--- config.mk ---
export PLATFORM = sky130hd
export DESIGN_NAME = display_frame_loader
export DESIGN_NICKNAME = d
export VERILOG_FILES = /design/src/rtl/display_frame_loader.sv
export SDC_FILE = /design/constraint.sdc
export NUM_CORES = 1
export LEC_CHECK = 0
export BUFFER_PORTS_ARGS = -buffer_cell sky130_fd_sc_hd__buf_2
export CAP_MARGIN = 10
export CORE_MARGIN = 2
export CORE_UTILIZATION = 45
export CTS_CLUSTER_SIZE = 12
export DETAILED_ROUTE_END_ITERATION = 8
export MAX_ROUTING_LAYER = met4
export PLACE_DENSITY_LB_ADDON = 0.08
export REMOVE_ABC_BUFFERS = 1
export SYNTH_ARGS = -nofsm -noshare
export SYNTH_HDL_FRONTEND = slang
export SYNTH_SLANG_ARGS = --single-unit
--- constraint.sdc ---
create_clock -name clk -period 6.2 [get_ports clk]
set_clock_uncertainty 0.15 [all_clocks]
set_input_delay 1.24 -clock clk [delete_from_list [all_inputs] [get_ports clk]]
set_output_delay 1.24 -clock clk [all_outputs]
set_load 0.05 [all_outputs]
--- src/rtl/display_frame_loader.sv ---
// display_frame_loader: packs SPI bytes into pixels, writes them row-major into the back buffer and flips buffers on complete frames
// Ports: clk system clock; rst async active-low reset; data/valid/sot/eot byte stream from the SPI slave;
//   safe_flip swap permission from the display driver; wen/wrow/wcol/wdata back-buffer write port;
//   flip buffer-select level; busy high in LOAD or WAIT_FLIP; frame_done/err one-cycle status pulses
module display_frame_loader #(
   parameter int rows = 8,
   parameter int columns = 32,
   parameter int width = 24,
   parameter int bytes_per_pixel = 3
) (
   input  logic                       clk,
   input  logic                       rst,
   input  logic [7:0]                 data,
   input  logic                       valid,
   input  logic                       sot,
   input  logic                       eot,
   input  logic                       safe_flip,
   output logic                       wen,
   output logic [$clog2(rows)-1:0]    wrow,
   output logic [$clog2(columns)-1:0] wcol,
   output logic [width-1:0]           wdata,
   output logic                       flip,
   output logic                       busy,
   output logic                       frame_done,
   output logic                       err
);
   localparam int total = rows * columns;
   localparam int pw = $clog2(total + 1);
   localparam int bw = $clog2(bytes_per_pixel + 1);
   localparam int rw = $clog2(rows);
   localparam int cw = $clog2(columns);
   typedef enum logic [1:0] {IDLE, LOAD, WAIT_FLIP} state_t;
   state_t state, state_d;
   logic [bw-1:0] byte_cnt, byte_d, byte_base, byte_inc;
   logic [pw-1:0] pix_cnt, pix_d, pix_base;
   logic [width-1:0] shift, shift_d, packed_pix;
   logic ovf, ovf_d, ovf_base, take, ok;
   logic wen_d, flip_d, busy_d, done_d, err_d;
   logic [rw-1:0] wrow_d;
   logic [cw-1:0] wcol_d;
   logic [width-1:0] wdata_d;
   always_comb begin
      state_d = state;
      byte_d = byte_cnt;
      pix_d = pix_cnt;
      shift_d = shift;
      ovf_d = ovf;
      wen_d = 1'b0;
      wrow_d = wrow;
      wcol_d = wcol;
      wdata_d = wdata;
      flip_d = flip;
      done_d = 1'b0;
      err_d = 1'b0;
      ok = 1'b0;
      packed_pix = width'({shift, data});
      // sot restarts the frame: the byte is counted against zeroed counters
      take = valid && (state == LOAD || (state == IDLE && sot));
      byte_base = sot ? '0 : byte_cnt;
      pix_base = sot ? '0 : pix_cnt;
      ovf_base = sot ? 1'b0 : ovf;
      byte_inc = byte_base + 1'b1;
      if (take) begin
         state_d = LOAD;
         byte_d = byte_base;
         pix_d = pix_base;
         ovf_d = ovf_base;
         if (pix_base == pw'(total)) ovf_d = 1'b1;
         else begin
            shift_d = packed_pix;
            byte_d = byte_inc == bw'(bytes_per_pixel) ? '0 : byte_inc;
            if (byte_inc == bw'(bytes_per_pixel)) begin
               wen_d = 1'b1;
               wdata_d = packed_pix;
               wrow_d = rw'(int'(pix_base) / columns);
               wcol_d = cw'(int'(pix_base) % columns);
               pix_d = pix_base + 1'b1;
            end
         end
      end
      // eot is judged on the counts after any byte taken in the same cycle
      if (state == LOAD && eot) begin
         ok = pix_d == pw'(total) && byte_d == '0 && !ovf_d;
         state_d = ok ? WAIT_FLIP : IDLE;
         err_d = !ok;
      end
      if (state == WAIT_FLIP && safe_flip) begin
         state_d = IDLE;
         flip_d = !flip;
         done_d = 1'b1;
      end
      busy_d = state_d != IDLE;
   end
   always_ff @(posedge clk or negedge rst) begin
      if (!rst) begin
         state <= IDLE;
         byte_cnt <= '0;
         pix_cnt <= '0;
         shift <= '0;
         ovf <= 1'b0;
         wen <= 1'b0;
         wrow <= '0;
         wcol <= '0;
         wdata <= '0;
         flip <= 1'b0;
         busy <= 1'b0;
         frame_done <= 1'b0;
         err <= 1'b0;
      end else begin
         state <= state_d;
         byte_cnt <= byte_d;
         pix_cnt <= pix_d;
         shift <= shift_d;
         ovf <= ovf_d;
         wen <= wen_d;
         wrow <= wrow_d;
         wcol <= wcol_d;
         wdata <= wdata_d;
         flip <= flip_d;
         busy <= busy_d;
         frame_done <= done_d;
         err <= err_d;
      end
   end
endmodule
==> results.json, run 1 <==
{
  "seqPwrFrac": 0.407,
  "sw_frac_of_total": 0.380,
  "post_synthesis_sequential_area_ratio": 0.570,
  "num_vias": 1940,
  "design.final.nets": 297,
  "syn2layout_area_growth_pct": 17.7,
  "cp.required_ns": 6.27,
  "cts_buffer_depth": 2,
  "clock_insertion_delay_worst_skew_ns": 0.33,
  "period_minus_slack_ns": 3.64,
  "r2r_setup_slack_ns": 3.16,
  "vdd_ir_drop_max_mv": 0.254,
  "die_area_mm2": 0.00720,
  "synthDistinctLibCells": 47,
  "worst_r2r_endpoint": "err",
  "via_count_of_the_first_global_routing_pass": 2000,
  "cts-resized-gates": 0,
  "setup_viol": 0,
  "starting_density_of_the_core": 0.463,
  "path_max_fanout": 21,
  "place.gp.congestion": 0.866,
  "r2r_start": "state[1]",
  "totalPowerFinal_mw": 1.46,
  "antennaDiodeCount": 0,
  "worst_setup_path_class": "input port to register",
  "hold_path_class": "register to register",
  "fillcell_total": 574,
  "clock_tree.root_cell": "sky130_fd_sc_hd__clkbuf_8",
  "cap_viol_max_count": 0,
  "power_density_over_the_cells_mw_per_mm2": 421,
  "number_of_drc_violations_after_detailed_routing": 0,
  "max_slew_margin": 0.348,
  "firstDrtPassIters": 4,
  "worst_ep_arrival_time_ns": 3.71,
  "synth.avg_cell_area_um2": 12.7,
  "core_mm2": 0.00635,
  "startpoint": "sot",
  "total_routing_usage_reported_by_global_routing": 0.173,
  "power.net_switching_mw": 0.554,
  "critical_path.endpoint": "err",
  "die_width_um": 84.9,
  "buffer_ports.inserted": 50,
  "critical_path.endpoint_type": "register",
  "cts_setup_buffers": 0,
  "drive_above_1_share": 0.429,
  "cts.clk_slew.worst_paths_ns": 0.08,
  "startpoint_type": "input port",
  "route.final.wire_length_um": 5470,
  "cts-htree-levels": 3,
  "cell_internal_pwr_mw": 0.905,
  "drtAntennaViolNets": 0,
  "grt_antenna_before_repair": 0,
  "die-height_um": 84.9,
  "multi_input_area_mm2": 0.00119,
  "cts.sink_count": 67,
  "detail_route.iter0.violations": 106,
  "grt_overflow": 0,
  "hold_viol": 0,
  "ff2ff_path_depth": 7,
  "synth_seq_cells": 67,
  "setup_total_negative_slack_ns": 0,
  "post_synth_instance_area_mm2": 0.00294,
  "seq_area_mm2": 0.00168,
  "maximum_number_of_pins_on_one_net_before_global_route_repair": 68,
  "cts-buffers-inserted": 9,
  "dp_hpwl_um": 3670,
  "finalMaxSlewViolations": 0,
  "yosysWarningCount": 0,
  "wl_per_cell_um": 15.0,
  "vias_per_inst": 5.33,
  "synth_top_flop_cell": "sky130_fd_sc_hd__dfrtp_1",
  "cts_hold_bufs": 0,
  "synthArstFlopShare": 1.00,
  "leakagePower_nw": 1.71,
  "tightestPinTransition_ns": 0.968,
  "rows": 29,
  "instance_count_of_the_mapped_netlist": 231,
  "clock_power_share": 0.277,
  "share_comb_of_total_power": 0.316,
  "grt_setup_unrepaired": "no",
  "layout_worst_path_cycle_share": 0.587,
  "tritoncts_clock_tree": "yes",
  "synth_edf_count": 0,
  "global_route_wire_length_before_repair_um": 9640,
  "clock.fmax_ghz": 0.275,
  "ioPinCount": 51,
  "status": "complete, no violations"
}
## critical path: stages
cell and delay (ns):
sky130_fd_sc_hd__buf_2 0.29, sky130_fd_sc_hd__o21ai_0 0.42, sky130_fd_sc_hd__or2_1 0.68, sky130_fd_sc_hd__o32a_1 0.48, sky130_fd_sc_hd__nor4b_2 0.32, sky130_fd_sc_hd__nand3_1 0.12, sky130_fd_sc_hd__nor3b_2 0.16
## worst min-delay path by stage
stage | endpoint | startpoint | slack [ns] | cells past startpoint
global placement | flip | flip | 0.31 | 1
CTS | flip | flip | 0.33 | 1
finish | flip | flip | 0.32 | 1
detailed placement | flip | flip | 0.32 | 1
floorplan | wdata[16] | shift[8] | 0.32 | 1
global route | wdata[17] | shift[9] | 0.35 | 1
## synth_stat cells (2+ instances only)
master                     count  area (um^2)
sky130_fd_sc_hd__dfrtp_1      67         1680
sky130_fd_sc_hd__mux2_2       48          541
sky130_fd_sc_hd__nand2_1      20         75.1
sky130_fd_sc_hd__nor2_1        9         33.8
sky130_fd_sc_hd__nor4_1        6         37.5
sky130_fd_sc_hd__buf_2         5         25.0
sky130_fd_sc_hd__inv_1         5         18.8
sky130_fd_sc_hd__nor2b_1       5         31.3
sky130_fd_sc_hd__xnor2_1       5         43.8
sky130_fd_sc_hd__nand2b_1      4         25.0
sky130_fd_sc_hd__nor3_1        4         20.0
sky130_fd_sc_hd__o21ai_0       4         20.0
sky130_fd_sc_hd__clkbuf_1      3         11.3
sky130_fd_sc_hd__nand3_1       3         15.0
sky130_fd_sc_hd__nand3b_1      3         22.5
sky130_fd_sc_hd__clkbuf_2      2         10.0
sky130_fd_sc_hd__mux2i_1       2         20.0
sky130_fd_sc_hd__nand4b_1      2         17.5
sky130_fd_sc_hd__nor3b_1       2         15.0
sky130_fd_sc_hd__o211ai_1      2         15.0
sky130_fd_sc_hd__o21a_1        2         15.0
sky130_fd_sc_hd__or2_1         2         12.5
sky130_fd_sc_hd__or3_1         2         12.5
## flip-flops by register name (all words and copies together), names as in the netlist
| register | count |
|---|---|
| byte_cnt | 2 |
| state | 2 |
| err | 1 |
| pix_cnt | 9 |
| wcol | 5 |
| busy | 1 |
| ovf | 1 |
| flip | 1 |
| wen | 1 |
| wrow | 3 |
| wdata | 24 |
| frame_done | 1 |
| shift | 16 |
## layer usage
| metal | wire length, um | global-route usage |
|---|---|---|
| met1 | 2610 | 0.229 |
| met2 | 2510 | 0.253 |
| met3 | 241 | 0.0477 |
| met5 | 0 | - |
| met4 | 100 | 0.0722 |
## power groups by stage
stage               registers (mW)  clock network (mW)  logic [mW]
floorplan                    0.832                   0       0.120
global placement             0.601                   0       0.461
detailed placement           0.603                   0       0.464
CTS                          0.595               0.417       0.465
global route                 0.610               0.436       0.486
finish                       0.593               0.405       0.461
## through the flow
stage | instance area, um^2 | setup WS (ns) | instances | util | hold WS (ns)
after CTS | 3460 | 2.57 | 364 | 0.545 | 0.332
after floorplan | 2890 | 2.82 | 220 | - | 0.324
after global routing | 3460 | 2.41 | 364 | 0.545 | 0.353
final | 3460 | 2.56 | 364 | 0.545 | 0.321
after detailed placement | 3240 | 2.22 | 348 | 0.510 | 0.318
after global placement | 3240 | 2.27 | 348 | 0.510 | 0.306
## final cells by class
class,count,share of cell area
well taps,77,0.0278
repair buffers,51,0.0744
inverters,6,0.00650
clock inverters,7,0.0289
clock buffers,9,0.0358
flip-flops and latches,67,0.484
multi-input cells,147,0.342
## kinds of logic after synthesis
logic type	after synthesis	synth area share
AO/OA/AOI/OAI	17	0.0425
multiplexers	50	0.190
AND/OR/NAND/NOR	73	0.148
buffers and inverters	17	0.0272
flip-flops	67	0.570
adder cells (fa/ha/maj)	1	0.00425
XOR/XNOR	6	0.0179
## cells in the final DEF (no fill, tap or decap), types with 2 or more instances in the layout
master,n
sky130_fd_sc_hd__o211ai_1,2
sky130_fd_sc_hd__mux2_2,48
sky130_fd_sc_hd__nand2b_1,4
sky130_fd_sc_hd__nand2_1,20
sky130_fd_sc_hd__buf_2,50
sky130_fd_sc_hd__o21ai_0,4
sky130_fd_sc_hd__nand3b_1,3
sky130_fd_sc_hd__xnor2_1,5
sky130_fd_sc_hd__dfrtp_1,67
sky130_fd_sc_hd__nand3_1,3
sky130_fd_sc_hd__inv_1,5
sky130_fd_sc_hd__nand4b_1,2
sky130_fd_sc_hd__bufinv_16,2
sky130_fd_sc_hd__or3_1,2
sky130_fd_sc_hd__nor3b_1,2
sky130_fd_sc_hd__nor2_1,9
sky130_fd_sc_hd__clkbuf_8,9
sky130_fd_sc_hd__clkinv_4,3
sky130_fd_sc_hd__nor3_1,4
sky130_fd_sc_hd__nor2b_1,5
sky130_fd_sc_hd__or2_1,2
sky130_fd_sc_hd__nor4_1,6
sky130_fd_sc_hd__o21a_1,2
sky130_fd_sc_hd__mux2i_1,2
Note: power is estimated with default switching activity, not from simulation.
==> inputs of run 2 (changes only) <==
clock period = 3.1 ns   (was 6.2 ns; I/O delays follow)
==> results.json, run 2 (same netlist as run 1, synthesis figures left out) <==
{
  "status": "complete, no violations",
  "layout.cells.most_common": "sky130_fd_sc_hd__dfrtp_1",
  "vias_per_inst": 5.33,
  "setup_viol": 0,
  "multi_input_area_mm2": 0.00119,
  "dp_hpwl_um": 3780,
  "hold_path_class": "input port to asynchronous set/reset pin",
  "buffer_ports.inserted": 50,
  "tritoncts_clock_tree": "yes",
  "leakagePower_nw": 1.76,
  "starting_density_of_the_core": 0.463,
  "r2r_start": "pix_cnt[1]",
  "firstDrtPassIters": 4,
  "layout_worst_path_cycle_share": 0.867,
  "die-height_um": 84.9,
  "worst_ep_arrival_time_ns": 2.76,
  "critical-path-max-stage-delay_ns": 0.46,
  "finalMaxSlewViolations": 0,
  "max_reg_flops": 24,
  "rows": 29,
  "clock.fmax_ghz": 0.372,
  "ff2ff_path_depth": 9,
  "cts_buffer_depth": 2,
  "hold_viol": 0,
  "seq_area_mm2": 0.00168,
  "cap_viol_max_count": 0,
  "cp_cell_sequence": "nor2b_1 > ha_1 > nand3b_4 > or2_1 > or4_4 > a21oi_2 > or3b_1 > nand4b_1 > nand3b_1",
  "wl_per_cell_um": 14.9,
  "crit_path_top_delay_cell": "sky130_fd_sc_hd__or4_4",
  "detail_route.iter0.violations": 124,
  "global_route_wire_length_before_repair_um": 9380,
  "cts.clk_slew.worst_paths_ns": 0.07,
  "grt_setup_unrepaired": "no",
  "max_slew_margin": 0.495,
  "cp.required_ns": 3.17,
  "total_routing_usage_reported_by_global_routing": 0.172,
  "power_density_over_the_cells_mw_per_mm2": 849,
  "die_width_um": 84.9,
  "clock_insertion_delay_worst_skew_ns": 0.34,
  "maximum_number_of_pins_on_one_net_before_global_route_repair": 36,
  "die_area_mm2": 0.00720,
  "setup_total_negative_slack_ns": 0,
  "cts-buffers-inserted": 9,
  "top_register": "wdata",
  "grt_antenna_before_repair": 0,
  "ioPinCount": 51,
  "num_vias": 1976,
  "cts-resized-gates": 0,
  "vdd_ir_drop_max_mv": 0.481,
  "drive_above_1_share": 0.442,
  "grt_overflow": 0,
  "cts_setup_buffers": 0,
  "critical_path.endpoint_type": "register",
  "place.gp.congestion": 0.889,
  "route.final.wire_length_um": 5530,
  "critical_path_depth_in_cells": 9,
  "clock_tree.root_cell": "sky130_fd_sc_hd__clkbuf_8",
  "via_count_of_the_first_global_routing_pass": 1962,
  "mostFrequentLayoutCells": "67 x sky130_fd_sc_hd__dfrtp_1, 50 x sky130_fd_sc_hd__buf_2, 48 x sky130_fd_sc_hd__mux2_2",
  "tightestPinTransition_ns": 0.758,
  "cts_hold_bufs": 0,
  "startpoint": "pix_cnt[1]",
  "core_mm2": 0.00635,
  "worst_path_dominant_cell_family": "simple AND/OR/NAND/NOR gates",
  "period_minus_slack_ns": 2.69,
  "post_layout_nonfiller_instances": 371,
  "worst_r2r_endpoint": "busy",
  "drtAntennaViolNets": 0,
  "number_of_drc_violations_after_detailed_routing": 0,
  "startpoint_type": "register",
  "antennaDiodeCount": 0,
  "design.final.nets": 304,
  "r2r_setup_slack_ns": 0.41,
  "cts.sink_count": 67,
  "crit_buf_inv": 0,
  "reg_top3": "wdata: 24 flops, shift: 16 flops, pix_cnt: 9 flops",
  "fillcell_total": 555,
  "path_max_fanout": 7,
  "syn2layout_area_growth_pct": 20.7,
  "post-place-cells": 355,
  "cts-htree-levels": 3,
  "worst_setup_path_class": "register to register",
  "critical_path.endpoint": "busy"
}
## run 2: how the worst min path moves through the flow
stage / startpoint / to / slack, ns
final: rst / wrow[1] / 0.20
after global routing: rst / shift[5] / 0.24
after CTS: rst / wdata[14] / 0.22
after detailed placement: flip / flip / 0.31
after global placement: flip / flip / 0.31
after floorplan: rst / busy / 0.17
## run 2: area by class of cell
cell class / instances / share of cell area
Clock buffer: 10 / 0.0387
Timing Repair Buffer: 58 / 0.0908
Multi-Input combinational cell: 147 / 0.334
Clock inverter: 6 / 0.0313
Tap cell: 77 / 0.0271
Inverter: 6 / 0.00634
Sequential cell: 67 / 0.472
## run 2: metal layers
metal	wire length [um]	up-vias	global-route usage	share of wire
met1	2710	969	0.232	0.49
met2	2450	51	0.244	0.44
li1	-	945	-	-
met3	240	11	0.0477	0.043
met5	0	-	-	0
met4	120	0	0.0794	0.022
## run 2: report_power, final
part	internal, mW	switching, mW
logic	0.285	0.650
clock network	0.558	0.338
registers	1.08	0.109
## run 2: stage by stage
step                setup slack [ns]  hold WS [ns]  utilization  cell area [um^2]  power, mW
finish                         0.411         0.197        0.560              3550       3.02
global route                   0.188         0.239        0.560              3550       3.15
CTS                            0.375         0.218        0.560              3550       3.05
detailed placement             0.127         0.308        0.520              3300       2.15
global placement               0.190         0.307        0.520              3300       2.13
floorplan                      0.342         0.174            -              2890       1.90
==> inputs of run 3 (changes only) <==
CTS_BUF_LIST = sky130_fd_sc_hd__clkbuf_4   (was unset)
==> results.json, run 3 (same netlist as run 1, synthesis figures left out) <==
{
  "status": "complete, no violations",
  "vias_per_inst": 5.31,
  "via_count_of_the_first_global_routing_pass": 1958,
  "leakagePower_nw": 1.73,
  "cp.required_ns": 3.26,
  "layout.cells.most_common": "sky130_fd_sc_hd__dfrtp_1",
  "worst_path_dominant_cell_family": "simple AND/OR/NAND/NOR gates",
  "tightestPinTransition_ns": 0.755,
  "setup_total_negative_slack_ns": 0,
  "clock_tree.root_cell": "sky130_fd_sc_hd__clkbuf_4",
  "sw_frac_of_total": 0.380,
  "wl_per_cell_um": 15.0,
  "cap_viol_max_count": 0,
  "clock_insertion_delay_worst_skew_ns": 0.42,
  "cp_cell_sequence": "nor2b_1 > ha_1 > nand3b_4 > or2_1 > or4_4 > a21oi_2 > or3b_1 > nand4b_1 > nand3b_1",
  "startpoint_type": "register",
  "clock_power_share": 0.256,
  "crit_path_top_delay_cell": "sky130_fd_sc_hd__dfrtp_1",
  "detail_route.iter0.violations": 111,
  "grt_setup_unrepaired": "no",
  "path_max_fanout": 7,
  "cts.clk_slew.worst_paths_ns": 0.11,
  "critical_path.endpoint_type": "register",
  "period_minus_slack_ns": 2.70,
  "share_comb_of_total_power": 0.328,
  "cts_hold_bufs": 0,
  "startpoint": "pix_cnt[1]",
  "drtAntennaViolNets": 0,
  "fillcell_total": 559,
  "reg_top3": "wdata: 24 flops, shift: 16 flops, pix_cnt: 9 flops",
  "drive_above_1_share": 0.439,
  "finalMaxSlewViolations": 0,
  "mostFrequentLayoutCells": "67 x sky130_fd_sc_hd__dfrtp_1, 50 x sky130_fd_sc_hd__buf_2, 48 x sky130_fd_sc_hd__mux2_2",
  "grt_antenna_before_repair": 0,
  "totalPowerFinal_mw": 2.85,
  "cts-resized-gates": 0,
  "tritoncts_clock_tree": "yes",
  "cts-htree-levels": 3,
  "die_area_mm2": 0.00720,
  "buffer_ports.inserted": 50,
  "max_reg_flops": 24,
  "dp_hpwl_um": 3780,
  "critical-path-max-stage-delay_ns": 0.47,
  "ioPinCount": 51,
  "worst_setup_path_class": "register to register",
  "cts_buffer_depth": 2,
  "grt_overflow": 0,
  "power_density_over_the_cells_mw_per_mm2": 816,
  "cell_internal_pwr_mw": 1.77,
  "r2r_setup_slack_ns": 0.40,
  "route.final.wire_length_um": 5560,
  "layout_worst_path_cycle_share": 0.872,
  "r2r_start": "pix_cnt[1]",
  "die-height_um": 84.9,
  "max_slew_margin": 0.497,
  "place.gp.congestion": 0.889,
  "antennaDiodeCount": 0,
  "seqPwrFrac": 0.416,
  "maximum_number_of_pins_on_one_net_before_global_route_repair": 36,
  "setup_viol": 0,
  "firstDrtPassIters": 4,
  "total_routing_usage_reported_by_global_routing": 0.174,
  "crit_buf_inv": 0,
  "num_vias": 1971,
  "worst_r2r_endpoint": "busy",
  "hold_viol": 0,
  "starting_density_of_the_core": 0.463,
  "cts.sink_count": 67,
  "ff2ff_path_depth": 9,
  "power.net_switching_mw": 1.08,
  "number_of_drc_violations_after_detailed_routing": 0,
  "design.final.nets": 304,
  "core_mm2": 0.00635,
  "cts-buffers-inserted": 9,
  "clock.fmax_ghz": 0.370,
  "vdd_ir_drop_max_mv": 0.539,
  "global_route_wire_length_before_repair_um": 9460,
  "hold_path_class": "input port to asynchronous set/reset pin",
  "rows": 29,
  "die_width_um": 84.9,
  "syn2layout_area_growth_pct": 18.5,
  "cts_setup_buffers": 0,
  "worst_ep_arrival_time_ns": 2.86,
  "top_register": "wdata"
}
==> run 3: changes by cell type in the layout (fill, tap and decap cells not counted) <==
cell | before | now
sky130_fd_sc_hd__clkbuf_8 | 10 | 0
sky130_fd_sc_hd__clkinv_1 | 0 | 1
sky130_fd_sc_hd__clkbuf_4 | 0 | 9
==> run 3: area by class of cell <==
class,instances,area (um^2),share of cell area
Clock buffer,9,67.6,0.0194
Clock inverter,7,115,0.0330
Inverter,6,22.5,0.00646
Multi-Input combinational cell,147,1190,0.340
Sequential cell,67,1680,0.481
Tap cell,77,96.3,0.0276
Timing Repair Buffer,58,323,0.0926
==> run 3: worst max-delay path by stage <==
stage	end	depth (start not counted)
after floorplan	err	7
after global placement	busy	10
after detailed placement	busy	10
after CTS	busy	9
after global routing	busy	9
final	busy	9
==> run 3: power by group through the flow <==
| stage | clock [mW] | sequential [mW] | combinational, mW |
|---|---|---|---|
| floorplan | 0 | 1.66 | 0.240 |
| finish | 0.728 | 1.18 | 0.935 |
| global placement | 0 | 1.20 | 0.936 |
| CTS | 0.750 | 1.19 | 0.945 |
| global route | 0.786 | 1.21 | 0.985 |
| detailed placement | 0 | 1.20 | 0.943 |
==> run 3: layer usage <==
| layer | track usage | part of all wire | routed length, um | vias to the layer above |
|---|---|---|---|---|
| li1 | - | - | - | 948 |
| met1 | 0.232 | 0.48 | 2660 | 960 |
| met2 | 0.244 | 0.45 | 2480 | 56 |
| met3 | 0.0623 | 0.057 | 317 | 7 |
| met4 | 0.0707 | 0.017 | 97 | 0 |
| met5 | - | 0 | 0 | - |
==> run 3: through the flow <==
stage | area (um^2) | util | cells | hold slack, ns | worst slack (ns)
6_report | 3490 | 0.549 | 371 | 0.108 | 0.396
5_1_grt | 3490 | 0.549 | 371 | 0.132 | 0.176
4_1_cts | 3490 | 0.549 | 371 | 0.126 | 0.366
3_5_place_dp | 3300 | 0.520 | 355 | 0.308 | 0.127
3_3_place_gp | 3300 | 0.520 | 355 | 0.307 | 0.190
2_1_floorplan | 2890 | - | 220 | 0.174 | 0.342
==> run 3: worst register-to-register path, stage by stage, from the launching register on <==
cell                       delay (ns)
sky130_fd_sc_hd__dfrtp_1         0.47
sky130_fd_sc_hd__nor2b_1         0.22
sky130_fd_sc_hd__ha_1            0.24
sky130_fd_sc_hd__nand3b_4        0.10
sky130_fd_sc_hd__or2_1           0.27
sky130_fd_sc_hd__or4_4           0.46
sky130_fd_sc_hd__a21oi_2         0.12
sky130_fd_sc_hd__or3b_1          0.36
sky130_fd_sc_hd__nand4b_1        0.12
sky130_fd_sc_hd__nand3b_1        0.08
